==> config.mk <==
export PLATFORM = sky130hd
export DESIGN_NAME = nios_with_no_onchip_sdram_cpu_oci_dct_ctrl
export DESIGN_NICKNAME = d
export VERILOG_FILES = /design/src/rtl/nios_with_no_onchip_sdram_cpu_oci_dct_ctrl.sv
export SDC_FILE = /design/constraint.sdc
export NUM_CORES = 1
export LEC_CHECK = 0
export ABC_CLOCK_PERIOD_IN_PS = 2550
export CORE_MARGIN = 2
export CORE_UTILIZATION = 40
export CTS_BUF_LIST = sky130_fd_sc_hd__clkbuf_2
export DETAILED_ROUTE_END_ITERATION = 6
export GPL_ROUTABILITY_DRIVEN = 0
export PLACE_DENSITY = 0.67
export REMOVE_ABC_BUFFERS = 1
export SETUP_SLACK_MARGIN = 0.3
export SYNTH_ARGS = -nofsm -noshare
export SYNTH_HDL_FRONTEND = slang
export SYNTH_SLANG_ARGS = --single-unit
==> constraint.sdc <==
create_clock -name clk -period 2.55 [get_ports clk]
set_input_delay 0.51 -clock clk [delete_from_list [all_inputs] [get_ports clk]]
set_output_delay 0.51 -clock clk [all_outputs]
set_load 0.01 [all_outputs]
==> src/rtl/nios_with_no_onchip_sdram_cpu_oci_dct_ctrl.sv <==
// ============================================================================
// Module   : nios_with_no_onchip_sdram_cpu_oci_dct_ctrl
// Purpose  : Packs 2-bit trace symbols into 15-slot words and flushes them
//            downstream on full, idle timeout or end-of-test.
// Revision : 1.0 - initial release
// ============================================================================
`default_nettype none

module nios_with_no_onchip_sdram_cpu_oci_dct_ctrl #(
   parameter int IDLE_FLUSH = 64
) (
   input  logic        clk,
   input  logic        reset,
   input  logic        sym_valid,
   input  logic [1:0]  sym_data,
   output logic        sym_ready,
   input  logic        test_ending,
   output logic [29:0] dct_buffer,
   output logic [3:0]  dct_count,
   output logic        out_valid,
   input  logic        out_ready,
   output logic [29:0] out_word,
   output logic [3:0]  out_count,
   output logic        test_has_ended,
   output logic [7:0]  drop_count
);

   typedef enum logic [1:0] {
      S_FILL  = 2'd0,
      S_FLUSH = 2'd1,
      S_DONE  = 2'd2
   } state_t;

   localparam logic [7:0] c_IDLE_FLUSH = 8'(IDLE_FLUSH);

   state_t      r_state;
   logic [29:0] r_buf;
   logic [3:0]  r_cnt;
   logic        r_out_valid;
   logic [29:0] r_out_word;
   logic [3:0]  r_out_count;
   logic        r_has_ended;
   logic [7:0]  r_drop;
   logic        r_end_pending;
   logic [7:0]  r_idle;
   logic        r_sym_ready;

   state_t      w_state_n;
   logic [29:0] w_buf_n;
   logic [3:0]  w_cnt_n;
   logic [29:0] w_word_n;
   logic [3:0]  w_ocnt_n;
   logic        w_end_n;
   logic [7:0]  w_idle_n;
   logic [7:0]  w_drop_n;

   logic        w_accept;
   logic [29:0] w_sym_shift;
   logic [29:0] w_fill_buf;
   logic [3:0]  w_fill_cnt;
   logic [7:0]  w_idle_inc;
   logic        w_idle_hit;

   assign w_accept    = sym_valid & r_sym_ready;
   // Upper slots are always zero, so OR-ing the new symbol in is sufficient.
   assign w_sym_shift = {28'd0, sym_data} << {r_cnt, 1'b0};
   assign w_fill_buf  = w_accept ? (r_buf | w_sym_shift) : r_buf;
   assign w_fill_cnt  = r_cnt + {3'd0, w_accept};
   assign w_idle_inc  = (r_idle == 8'hFF) ? r_idle : r_idle + 8'd1;
   assign w_idle_hit  = (c_IDLE_FLUSH != 8'd0) && !w_accept &&
                        (r_cnt != 4'd0) && (w_idle_inc == c_IDLE_FLUSH);
   assign w_drop_n    = (sym_valid && !r_sym_ready && r_drop != 8'hFF) ?
                        r_drop + 8'd1 : r_drop;

   always_comb begin
      w_state_n = r_state;
      w_buf_n   = r_buf;
      w_cnt_n   = r_cnt;
      w_word_n  = r_out_word;
      w_ocnt_n  = r_out_count;
      w_end_n   = r_end_pending;
      w_idle_n  = 8'd0;
      case (r_state)
         S_FILL: begin
            w_buf_n  = w_fill_buf;
            w_cnt_n  = w_fill_cnt;
            w_idle_n = (!w_accept && r_cnt != 4'd0) ? w_idle_inc : 8'd0;
            // A same-cycle accept is folded in before any flush decision.
            if (w_fill_cnt == 4'd15 || (test_ending && w_fill_cnt != 4'd0) || w_idle_hit) begin
               w_state_n = S_FLUSH;
               w_word_n  = w_fill_buf;
               w_ocnt_n  = w_fill_cnt;
               w_end_n   = test_ending;
               w_idle_n  = 8'd0;
            end else if (test_ending) begin
               w_state_n = S_DONE;
            end
         end
         S_FLUSH: begin
            if (test_ending) begin
               w_end_n = 1'b1;
            end
            if (out_ready) begin
               w_buf_n   = 30'd0;
               w_cnt_n   = 4'd0;
               w_end_n   = 1'b0;
               w_state_n = (r_end_pending || test_ending) ? S_DONE : S_FILL;
            end
         end
         S_DONE: begin
            w_state_n = S_DONE;
         end
         default: begin
            w_state_n = S_FILL;
         end
      endcase
   end

   always_ff @(posedge clk) begin
      if (reset) begin
         r_state       <= S_FILL;
         r_buf         <= 30'd0;
         r_cnt         <= 4'd0;
         r_out_valid   <= 1'b0;
         r_out_word    <= 30'd0;
         r_out_count   <= 4'd0;
         r_has_ended   <= 1'b0;
         r_drop        <= 8'd0;
         r_end_pending <= 1'b0;
         r_idle        <= 8'd0;
         r_sym_ready   <= 1'b0;
      end else begin
         r_state       <= w_state_n;
         r_buf         <= w_buf_n;
         r_cnt         <= w_cnt_n;
         r_out_valid   <= (w_state_n == S_FLUSH);
         r_out_word    <= w_word_n;
         r_out_count   <= w_ocnt_n;
         r_has_ended   <= (w_state_n == S_DONE);
         r_drop        <= w_drop_n;
         r_end_pending <= w_end_n;
         r_idle        <= w_idle_n;
         r_sym_ready   <= (w_state_n == S_FILL);
      end
   end

   assign sym_ready      = r_sym_ready;
   assign dct_buffer     = r_buf;
   assign dct_count      = r_cnt;
   assign out_valid      = r_out_valid;
   assign out_word       = r_out_word;
   assign out_count      = r_out_count;
   assign test_has_ended = r_has_ended;
   assign drop_count     = r_drop;

endmodule

`default_nettype wire

# [Word-level counts from Yosys, hierarchy flattened]
# Cells that the tools add are included.
[word_totals] ff_bits=90 in_bits=7 output_inout_bits=79 elab_cells=64
[op_classes] add_sub_neg=3 n_eq_ne=11 shifts=1 n_mux=15 bitwise=4 reduce_logical=19
[op_table] op="2-to-1 mux 30 bit" n=2
[op_table] op="one-hot mux 30 bit (2 select lines)" n=1
[op_table] op="bitwise OR 30 bit" n=1
[op_table] op="<< shifter 2 x 5 -> 30 bit" n=1
[op_table] op="adder 8 x 1 -> 8 bit, second input constant" n=2
[op_table] op="== test 8 x 7 -> 1 bit, second input constant" n=1
[op_table] op="== test 8 bit, second input constant" n=1
[op_table] op="2-to-1 mux 2 bit" n=4
[op_table] op="2-to-1 mux 8 bit" n=1
[op_table] op="!= test 8 bit, second input constant" n=1
[op_table] op="one-hot mux 4 bit (2 select lines)" n=1
[op_table] op="nonzero test 4 bit" n=2
[op_table] op="one-hot mux 2 bit (3 select lines)" n=1
[op_table] op="logical AND 1 bit" n=5
[op_table] op="adder 4 x 1 -> 4 bit" n=1
[op_table] op="== test 2 x 1 -> 1 bit, second input constant" n=2
[op_table] op="== test 2 bit, second input constant" n=2
[op_table] op="== test 4 bit, second input constant" n=1
[op_table] op="zero test 2 bit" n=2
[op_table] op="2-to-1 mux 4 bit" n=1
[op_table] op="!= test 2 bit, second input constant" n=2
[op_table] op="AND reduction 2 bit" n=2
[op_table] op="OR reduction 4 bit" n=1
[op_table] op="logical OR 1 bit" n=3
[op_table] op="8 further kinds" n=12

# [Depth between registers and ports, before layout]
# Gate-level depths: netlist (run 1).
[depth] depth_word=9 depth_mapped=10 depth_no_buf=8

# [Worst setup path after synthesis (run 1)]
# Ideal clock, no wire load.
[synth_path] kind="input -> register" startpoint="input sym_valid" endpoint="register r_out_count[0], in the netlist out_count[0]" setup_time_ns=0.134 arrival_ns=2.587 required_ns=2.416 path_slack_ns=-0.170 stages=10 path_buffers=2 cell_sequence="clkbuf_1 and2_1 ha_1 ha_1 xor2_1 o31a_1 o22ai_1 clkbuf_1 a2bb2oi_1 o211ai_1"
[synth_between] elab_chain_cells=7 word_cells_on_any_way=11 cone_classes="add/sub (1); eq/ne (1); bitwise (1); reduce/logical (8)"
[synth_rtl] element="start: declaration" line_no="14" rtl="input logic sym_valid,"
[synth_rtl] element="bitwise AND 1 bit (*)" line_no="64" rtl="assign w_accept = sym_valid & r_sym_ready;"
[synth_rtl] element="adder 4 x 1 -> 4 bit" line_no="68" rtl="assign w_fill_cnt = r_cnt + {3'd0, w_accept};"
[synth_rtl] element="nonzero test 4 bit" line_no="89" rtl="if (w_fill_cnt == 4'd15 || (test_ending && w_fill_cnt != 4'd0) || w_idle_hit) begin"
[synth_rtl] element="logical AND 1 bit" line_no="89"
[synth_rtl] element="logical OR 1 bit (2 in series)" line_no="89"
[synth_rtl] element="AND reduction 2 bit (no line)"
[synth_rtl] element="end signal: assignment" line_no="138" rtl="r_out_count <= w_ocnt_n;"
[synth_rtl] element="end: declaration" line_no="41" rtl="logic [3:0] r_out_count;"
# Every way passes the cells marked *; elsewhere a longest branch is shown, timed or not.
# A chain may end at the register's enable or synchronous reset.

# [Worst setup path after layout (run 1)]
[layout_path] startpoint="register r_idle[0]" endpoint="register r_out_word[22], in the netlist out_word[22]"
[layout_between] elab_chain_cells=6 word_cells_on_any_way=7 cone_classes="add/sub (1); eq/ne (2); mux (1); reduce/logical (3)"
[layout_rtl] element="start: declaration" line_no="45" rtl="logic [7:0] r_idle;"
[layout_rtl] element="start signal: assignment" line_no="142" rtl="r_idle <= w_idle_n;"
[layout_rtl] element="adder 8 x 1 -> 8 bit / == test 8 bit (equally long branches)" line_no="69" rtl="assign w_idle_inc = (r_idle == 8'hFF) ? r_idle : r_idle + 8'd1;"
[layout_rtl] element="2-to-1 mux 8 bit (*)" line_no="69"
[layout_rtl] element="== test 8 x 7 -> 1 bit (*)" line_no="71" rtl="(r_cnt != 4'd0) && (w_idle_inc == c_IDLE_FLUSH);"
[layout_rtl] element="logical AND 1 bit (*)" line_no="71"
[layout_rtl] element="logical OR 1 bit (*)" line_no="89"
[layout_rtl] element="AND reduction 2 bit (no line) (*)"
[layout_rtl] element="end signal: assignment" line_no="137" rtl="r_out_word <= w_word_n;"
[layout_rtl] element="end: declaration" line_no="40" rtl="logic [29:0] r_out_word;"
# Marks and branches as above.

==> impl_results.md, run 1 <==
* CTS Sinks at 90
* Max Fclk at around 420 MHz
* Top-level port count at 86
* Place WS at -0.461 ns
* Final min period at between 2 and 2.5 ns
* Slew margin rel. at 67.5%
* P_leak at about 2.2 nW
* TritonCTS clock tree: built
* Most common cell after layout, fill and taps aside: nor2_1
* Setup CP Type: flop to flop
* Worst-path fanout max at 9
* Antenna violations before repair at 0
* Worst r2r src: r_idle[0]
* Post-Route WL at approximately 14 mm
* Vias in the first global route at 3993
* Fin crit share at around 94%
* Synthesized area per cell at 9.24 um2
* Hold_ws at 0.289 ns
* Worst Slack Setup Final at ~0.15 ns
* Hold Crit Class: input pin to flop
* Num rows at 38
* Synth Area in Adders at between 1 and 1.5%
* Worst-path clk slew at between 0.2 and 0.3 ns
* CTS buffer count at 9
* Seq/Total Area, Yosys at between 40% and 50%
* Hold Startpoint: reset
* Most frequent cells in the layout: nor2_1, clkdlybuf4s50_1, dfxtp_1
* Post-route ant nets at 0
* Layout cells sized above 1 at around 30%
* Met2 track demand over resource at around 37%
* Diode count at 0
* R2R setup slack at approximately 0.15 ns
* Initial drt markers at ~370
* Crit path capture type: flop
* Final nets at ~600
* Final hold viol count at 0
* Post-synthesis simple-gate area fraction at roughly 17%
* Clk_skew at roughly 0.048 ns
* Post-DP HPWL at 8.35 mm
* Max-cap violations at 0
* YS warnings at 0
* Clk Latency, worst-skew pair at slightly above 0.6 ns
* Worst Hold End: dct_buffer[11]
* Outcome: finished, final reports clean
* Post-synthesis compound-gate area fraction at a little under a third
* Mux cell area share after synthesis at 0.795%
* Worst Tran Pin Value at about 0.48 ns
* Vias/cell at approximately 5.6
* Synth cell types at 44
* Met1 Track Usage GR at between 20% and 30%
* Worst hold stages at 2
* Cells after Synth at ~480
* Drt pass-1 iters at 6
* Mapped Area at 4410 um2
* Full die area at between 10000 and 15000 um2
* Final core occ at 61.3%
* GRT Max-Usage Layer: met2
* Post-route DRC at 0
* Maximum VDD drop at about 0.23 mV
* Die X at ~110 um
* Top_reg_cell synth: dfxtp_1
* Longest Clk Path Bufs at 2
* Worst EP arrival at around 2.9 ns
* CORE AREA at between 10000 and 15000 um2
* Worst reg2reg path depth at 9
* Routed vias at around 4.2k
* H-tree levels at 3
* Grt met3 use at between 3 and 4%
* GRT Total Usage at 22.1%
* P&R area growth vs syn at 50.0%
* Routed len/inst at ~18 um
* XOR/XNOR Fraction of Synth Area at roughly 2.4%
* Die H at 109 um
* CTS root buf: clkbuf_2
* Final Slew Violations at 0
* GRT Residual Overflow at 0
* FFs w/ async S/R, synth at 0%
* Power density over cell area at between 400 and 500 nW/um2
* Largest family of logic cells by synthesized area: compound AO/OA/AOI/OAI gates
* Setup violators final at 0
* Worst Path Required at 3.07 ns
* RSZ-0062 raised after global routing: yes
* Largest net degree at the start of global routing at 55
* First-pass GRT wire length at 20.4 mm
* Crit path launch type: flop
* Port Buffers at 85
* Worst flop-to-flop path endpoint: out_word[22]
* Synth Register Bits at 90
* Post-synth EDFFs at 0
* Starting density of the core at between 40% and 50%
synth_stat cells (2+ instances only):
cell type   n  area, um2
nand4_1     9       56.3
a311oi_1    2       17.5
nand3_1    15       75.1
or2_2       4       25.0
clkbuf_1   22       82.6
a211oi_1    5       37.5
o21ai_0     6       30.0
buf_6       7       78.8
nor2b_1     3       18.8
o22ai_1     4       25.0
nand2b_1    6       37.5
a22oi_1    30        225
and3_1      7       43.8
nor3b_1     3       22.5
or3_1       5       31.3
inv_1      37        139
ha_1        4       50.1
a211oi_2   30        375
o211ai_1    4       30.0
xnor2_1     6       52.6
nand2_1     9       33.8
nor2_1     97        364
xor2_1      6       52.6
buf_2       5       25.0
a2bb2oi_1   3       26.3
nor3_1      2       10.0
a21oi_1    11       55.1
mux2i_1     2       20.0
a2111oi_2  29        435
dfxtp_1    90       1800
area by class of cell:
| type | count | area [um2] |
|---|---|---|
| timing repair buffer | 145 | 1540 |
| sequential | 90 | 1820 |
| fill | 902 | 4180 |
| inverter | 38 | 143 |
| clock buffer | 9 | 45.0 |
| multi-input combinational | 314 | 2800 |
| clock inverter | 7 | 92.6 |
| tap | 140 | 175 |
kinds of logic after synthesis:
family,after synthesis
fa+ha+maj,4
flops,90
simple gates,164
mux,3
buf+inv,73
xor+xnor,12
compound gates,131
layer usage:
layer  share of wire, %  wire [um]  vias to the layer above
li1                   -          -                     1967
met1                 45       6100                     2066
met2                 49       6650                      129
met3                4.5        607                       20
met4                1.7        228                        0
met5                  0          0                        -
power by group:
group	internal (mW)	total, mW	switching [mW]
combinational	0.274	0.575	0.301
clock	0.321	0.852	0.531
sequential	1.46	1.49	0.0308
total	2.05	2.91	0.863
what timing repair did:
item / in CTS / in global routing
gates cloned: 2 / 3
setup buffers: 13 / 6
pin swaps: 28 / 15
endpoints found under the setup margin: 48 / 51
gates resized for setup: 48 / 35
hold buffers: 0 / 0
state kept, by name, indices dropped and copies added, names as in the netlist, 2 cells and up:
| register | count |
|---|---|
| dct_buffer | 30 |
| out_word | 30 |
| drop_count | 8 |
| r_idle | 8 |
| dct_count | 4 |
| out_count | 4 |
| r_state | 2 |
per-stage QoR:
step / cell area [um2] / std cells / TNS [ns] / power (mW)
floorplan: 4220 / 442 / -107.68 / 1.74
global placement: 5620 / 703 / -14.91 / 1.97
detailed placement: 5620 / 703 / -18.03 / 1.98
CTS: 6230 / 734 / 0 / 2.87
global route: 6610 / 743 / 0 / 3.02
finish: 6610 / 743 / 0 / 2.91
how the worst max path moves through the flow:
stage	from	depth (start not counted)	to
floorplan	sym_valid	8	r_idle[2]
global placement	sym_valid	10	out_word[8]
detailed placement	sym_valid	10	out_word[22]
global route	r_idle[0]	8	out_word[9]
CTS	r_idle[0]	9	out_word[11]
finish	r_idle[0]	9	out_word[22]
worst max-delay path, cell delays in order (launching register included):
cell and delay, ns:
dfxtp_4 0.41, buf_6 0.12, and3_4 0.16, and3_4 0.18, or3_4 0.32, a211o_4 0.38
buf_4 0.16, clkbuf_16 0.18, a2111oi_4 0.35, a211oi_2 0.08
Note: power is estimated with default switching activity, not from simulation.
==> run 2, diff against run 1 <==
--- a/config.mk
+++ b/config.mk
@@ -7,13 +7,12 @@
 export LEC_CHECK = 0
 export ABC_CLOCK_PERIOD_IN_PS = 2550
 export CORE_MARGIN = 2
-export CORE_UTILIZATION = 40
+export CORE_UTILIZATION = 28
 export CTS_BUF_LIST = sky130_fd_sc_hd__clkbuf_2
 export DETAILED_ROUTE_END_ITERATION = 6
-export GPL_ROUTABILITY_DRIVEN = 0
-export PLACE_DENSITY = 0.67
 export REMOVE_ABC_BUFFERS = 1
 export SETUP_SLACK_MARGIN = 0.3
+export SLEW_MARGIN = 20
 export SYNTH_ARGS = -nofsm -noshare
 export SYNTH_HDL_FRONTEND = slang
 export SYNTH_SLANG_ARGS = --single-unit
==> impl_results.md, run 2 (synthesis results as in run 1) <==
* Outcome: finished, final reports clean
* Most frequent cells in the layout: nor2_1, clkdlybuf4s50_1, dfxtp_1
* Worst-path clk slew at 0.25 ns (-0.03 ns)
* Starting density of the core at 28.8% (-12 points)
* Worst Path Required at 3.02 ns (-0.05 ns)
* Setup CP Type: flop to flop
* Post-Route WL at 14.5 mm (+6.9%)
* Vias/cell at 5.16 (-8.3%)
* CTS Sinks at 90 (unchanged)
* Most common cell after layout, fill and taps aside: nor2_1
* Full die area at 16800 um2 (+41%)
* Crit path launch type: flop
* Vias in the first global route at 4158 (+4.1%)
* GRT Residual Overflow at 0 (unchanged)
* Longest Clk Path Bufs at 2 (unchanged)
* Die H at 129 um (+19%)
* Final Slew Violations at 0 (unchanged)
* RSZ-0062 raised after global routing: yes
* Final hold viol count at 0 (unchanged)
* Final min period at 2.39 ns (-0.0126 ns)
* Clk_skew at 0.0356 ns (-0.0120 ns)
* Worst Tran Pin Value at 0.712 ns (+0.236 ns)
* Hold Crit Class: input pin to flop
* Worst EP arrival at 2.86 ns (-0.05 ns)
* Power density over cell area at 418 nW/um2 (-5.2%)
* CTS root buf: clkbuf_2
* Routed vias at 4201 (+0.45%)
* Initial drt markers at 301 (-18%)
* First-pass GRT wire length at 21.6 mm (+6.0%)
* Port Buffers at 85 (unchanged)
* Post-route ant nets at 0 (unchanged)
* CORE AREA at 15300 um2 (+42%)
* GRT Total Usage at 16.5% (-5.6 points)
* Routed len/inst at 17.8 um (-2.4%)
* Die X at 129 um (+19%)
* Antenna violations before repair at 1 (+1)
* CTS buffer count at 9 (unchanged)
* Slew margin rel. at 52.4% (-15 points)
* Setup TNS Final at 0 ns (unchanged)
* TritonCTS clock tree: built
* Max-cap violations at 0 (unchanged)
* P&R area growth vs syn at 50.4%
* Final nets at 608 (-0.16%)
* Post-route DRC at 0 (unchanged)
* Num rows at 45 (+18%)
* Layout cells sized above 1 at 29.7% (+0.55 points)
* Clk Latency, worst-skew pair at 0.58 ns (-0.03 ns)
* Max Fclk at 419 MHz (+0.53%)
* Hold_ws at 0.317 ns (+0.0281 ns)
* H-tree levels at 3 (unchanged)
* Drt pass-1 iters at 6 (unchanged)
* Maximum VDD drop at 0.257 mV (+11%)
* P_leak at 2.12 nW (-3.5%)
* Worst-path fanout max at 7 (-2)
* Crit path capture type: flop
* Largest net degree at the start of global routing at 36 (-35%)
* Post-DP HPWL at 9.33 mm (+12%)
* CTS Hold Buffers Added at 0 (unchanged)
* Global placement routability congestion at 0.869
* Setup violators final at 0 (unchanged)
* Fin crit share at 93.6% (-0.49 points)
* Top-level port count at 86 (unchanged)
run 2: cell types whose count changed in the layout (fill, tap and decap cells not counted), sizes merged:
cell,delta
a21o,+2
diode,+1
clkdlybuf4s50,+2
dlymetal6s2s,-1
clkbuf,+1
dlygate4sd2,-1
clkinv,+1
a211o,+1
inv,-1
clkinvlp,-1
bufinv,-1
buf,-3
run 2: timing repair:
| item | in CTS | in global routing |
|---|---|---|
| setup endpoints to repair | 49 | 50 |
| buffers inserted | 12 | 9 |
| cloned | 3 | 3 |
| pin swaps | 8 | 17 |
| gates resized for setup | 50 | 40 |
run 2: metrics by stage:
stage | util (%) | power [mW] | instance area, um2 | setup WS [ns] | std cells
global placement | 36.7 | 1.95 | 5620 | -0.478 | 770
finish | 43.3 | 2.77 | 6630 | 0.163 | 814
floorplan | - | 1.74 | 4220 | -2.38 | 442
detailed placement | 36.7 | 1.96 | 5620 | -0.530 | 770
global route | 43.3 | 2.89 | 6630 | 0.103 | 814
CTS | 40.5 | 2.73 | 6210 | 0.197 | 801
run 2: power breakdown:
part | switching [mW] | total [mW] | internal [mW]
clock | 0.491 | 0.722 | 0.231
combinational | 0.304 | 0.564 | 0.261
sequential | 0.0320 | 1.48 | 1.45
total | 0.827 | 2.77 | 1.94
run 2: critical path: stages (launching register included):
cell,delay [ns]
dfxtp_2,0.42
ha_4,0.17
nand4_4,0.10
or2_1,0.25
mux2_4,0.33
a211o_4,0.42
clkbuf_16,0.21
a2111oi_4,0.36
a211oi_2,0.05
run 2: per-layer routing:
metal	track usage (%)	up-vias	wire, um
li1	-	1977	-
met1	20.2	2063	6070
met2	28.9	134	7320
met3	3.22	27	803
met4	6.07	0	324
met5	0	-	0
run 2: final timing paths:
check	from	to	slack, ns	depth (start not counted)
min	reset	dct_buffer[8]	0.32	2
min reg2reg	out_word[27]	out_word[27]	0.48	2
max	r_idle[0]	out_word[7]	0.16	8
max reg2reg	r_idle[0]	out_word[7]	0.16	8
run 2: cell type report:
type / instances / area [um2]
Fill cell: 1471 / 8680
Multi-Input combinational cell: 317 / 2870
Sequential cell: 90 / 1820
Timing Repair Buffer: 141 / 1420
Tap cell: 211 / 264
Inverter: 38 / 143
Clock buffer: 11 / 55.1
Clock inverter: 5 / 55.1
Antenna cell: 1 / 2.50
==> run 3, diff against run 2 <==
--- a/config.mk
+++ b/config.mk
@@ -5,12 +5,11 @@
 export SDC_FILE = /design/constraint.sdc
 export NUM_CORES = 1
 export LEC_CHECK = 0
-export ABC_CLOCK_PERIOD_IN_PS = 2550
+export ABC_CLOCK_PERIOD_IN_PS = 2250
 export CORE_MARGIN = 2
 export CORE_UTILIZATION = 28
 export CTS_BUF_LIST = sky130_fd_sc_hd__clkbuf_2
 export DETAILED_ROUTE_END_ITERATION = 6
-export REMOVE_ABC_BUFFERS = 1
 export SETUP_SLACK_MARGIN = 0.3
 export SLEW_MARGIN = 20
 export SYNTH_ARGS = -nofsm -noshare
==> constraint.sdc (replaced) <==
create_clock -name clk -period 2.25 [get_ports clk]
set_input_delay 0.45 -clock clk [delete_from_list [all_inputs] [get_ports clk]]
set_output_delay 0.45 -clock clk [all_outputs]
set_load 0.01 [all_outputs]
==> impl_results.md, run 3 (synthesis results as in run 1) <==
* Place WS at -0.708 ns (-0.178 ns)
* Power density over cell area at 434 nW/um2 (+3.9%)
* Post-Route WL at 15.0 mm (+3.1%)
* Fin crit share at 106% (+12 points)
* Global placement routability congestion at 0.816 (-6.1%)
* H-tree levels at 3 (unchanged)
* RSZ-0062 raised after global routing: yes
* Most frequent cells in the layout: nor2_1, buf_4, dlygate4sd2_1
* Setup TNS Final at -3.50 ns (-3.50 ns)
* CORE AREA at 15300 um2 (unchanged)
* Post-route ant nets at 0 (unchanged)
* Drt pass-1 iters at 4 (-2)
* Most common cell after layout, fill and taps aside: nor2_1
* P_leak at 2.91 nW (+37%)
* Starting density of the core at 28.8% (unchanged)
* GRT Residual Overflow at 0 (unchanged)
* Post-route DRC at 0 (unchanged)
* Die X at 129 um (unchanged)
* CTS Hold Buffers Added at 0 (unchanged)
* Port Buffers at 85 (unchanged)
* Crit path capture type: flop
* Final Slew Violations at 0 (unchanged)
* Routed len/inst at 17.2 um (-3.5%)
* Total Power at 3.11 mW (+12%)
* Worst Slack Setup Final at -0.132 ns (-0.295 ns)
* First-pass GRT wire length at 23.4 mm (+8.2%)
* Dpl cells at 786 (+2.1%)
* CTS Sinks at 90 (unchanged)
* Vias in the first global route at 4283 (+3.0%)
* CTS buffer count at 9 (unchanged)
* GRT Total Usage at 18.0% (+1.5 points)
* Worst Tran Pin Value at 0.736 ns (+0.0243 ns)
* # fillers at 1449 (-1.5%)
* CTS root buf: clkbuf_2
* Top-level port count at 86 (unchanged)
* Max-cap violations at 0 (unchanged)
* Largest net degree at the start of global routing at 64 (+78%)
* Worst-path clk slew at 0.26 ns (about the same)
* Syn nets at roughly 490
* Post-DP HPWL at 9.98 mm (+7.0%)
* Non-filler instance count after layout at 869 (+6.8%)
* Failing checks: setup timing
* Worst EP arrival at 2.90 ns (+0.04 ns)
* Final hold viol count at 0 (unchanged)
* Final core occ at 46.7% (+3.4 points)
* Worst Path Required at 2.76 ns (-0.26 ns)
* Longest Clk Path Bufs at 2 (unchanged)
* P&R area growth vs syn at 62.4%
* Max Fclk at 420 MHz (+0.20%)
* Final min period at 2.38 ns (-0.00474 ns)
* Die H at 129 um (unchanged)
* Clk_skew at 0.0292 ns (-0.00640 ns)
* Maximum VDD drop at 0.202 mV (-21%)
* Initial drt markers at 257 (-15%)
* Full die area at 16800 um2 (unchanged)
* Routed vias at 4356 (+3.7%)
* Setup CP Type: flop to flop
* TritonCTS clock tree: built
* Slew margin rel. at 50.4% (-2.0 points)
* Vias/cell at 5.01 (-2.9%)
* Antenna violations before repair at 1 (unchanged)
* Setup violators final at 36 (+36)
* Final nets at 663 (+9.0%)
* Worst-path fanout max at 8 (+1)
* Hold Crit Class: input pin to flop
* Crit path launch type: flop
* Outcome: finished, violations left
* Layout cells sized above 1 at 46.9% (+17 points)
* Num rows at 45 (unchanged)
* Clk Latency, worst-skew pair at 0.63 ns (+0.05 ns)
==> run 3: cell types whose count changed in the layout (fill, tap and decap cells not counted), moves of 4 or more <==
cell             before  now
dlymetal6s2s_1        1    6
buf_4                41   88
clkdlybuf4s15_1       0    4
buf_6                 7   11
a2111oi_4            28   24
clkdlybuf4s50_1      83    5
dlygate4sd2_1         0   69
dfxtp_1              79   12
dfxtp_2               8   52
dfxtp_4               3   26
==> run 3: where the power goes <==
part           internal (mW)  switching (mW)  leakage (nW)  total [mW]
clock network          0.152           0.615        0.0549       0.767
logic                  0.324           0.363          2.08       0.686
registers               1.63          0.0294         0.774        1.66
total                   2.10            1.01          2.91        3.11
==> run 3: cell type report <==
type                       count  area (um2)  area share (%)
sequential                    90        1960            27.4
timing repair buffer         199        1880            26.3
multi-input combinational    314        2800            39.2
inverter                      38         143            1.99
clock buffer                   9        45.0           0.629
tap                          211         264            3.69
antenna                        1        2.50          0.0350
clock inverter                 7        53.8           0.752
==> run 3: path summary, 6_finish.rpt <==
check	from	to	slack (ns)	depth (start not counted)
setup / recovery	sym_ready	out_word[17]	-0.13	10
setup reg to reg	sym_ready	out_word[17]	-0.13	10
hold / removal	reset	drop_count[5]	0.17	2
hold reg to reg	out_word[29]	out_word[29]	0.48	2
==> run 3: metal layers <==
| layer | global-route usage, % | wire (um) |
|---|---|---|
| met1 | 23.1 | 6550 |
| met2 | 30.7 | 7390 |
| met3 | 3.76 | 802 |
| met4 | 5.38 | 222 |
| met5 | 0 | 0 |
==> run 3: per-stage QoR <==
stage / hold slack (ns) / area, um2
4_1_cts: 0.103 / 6800
6_report: 0.165 / 7160
2_1_floorplan: 0.478 / 4640
3_3_place_gp: 0.452 / 5940
5_1_grt: 0.112 / 7160
3_5_place_dp: 0.455 / 5940
==> run 3: critical path, stage by stage (launching register included) <==
cell and delay (ns):
dfxtp_2 0.39, and2_4 0.14, ha_4 0.17, ha_4 0.17, xor2_2 0.15, o31a_1 0.28
o22ai_4 0.35, buf_6 0.16, a21o_4 0.22, buf_12 0.17, a211oi_2 0.07
==> run 3: timing repair <==
item	4_1_cts	5_1_grt
resized for setup	209	45
pin swaps	26	19
setup buffers	44	18
endpoints found under the setup margin	127	65
gates cloned	3	1
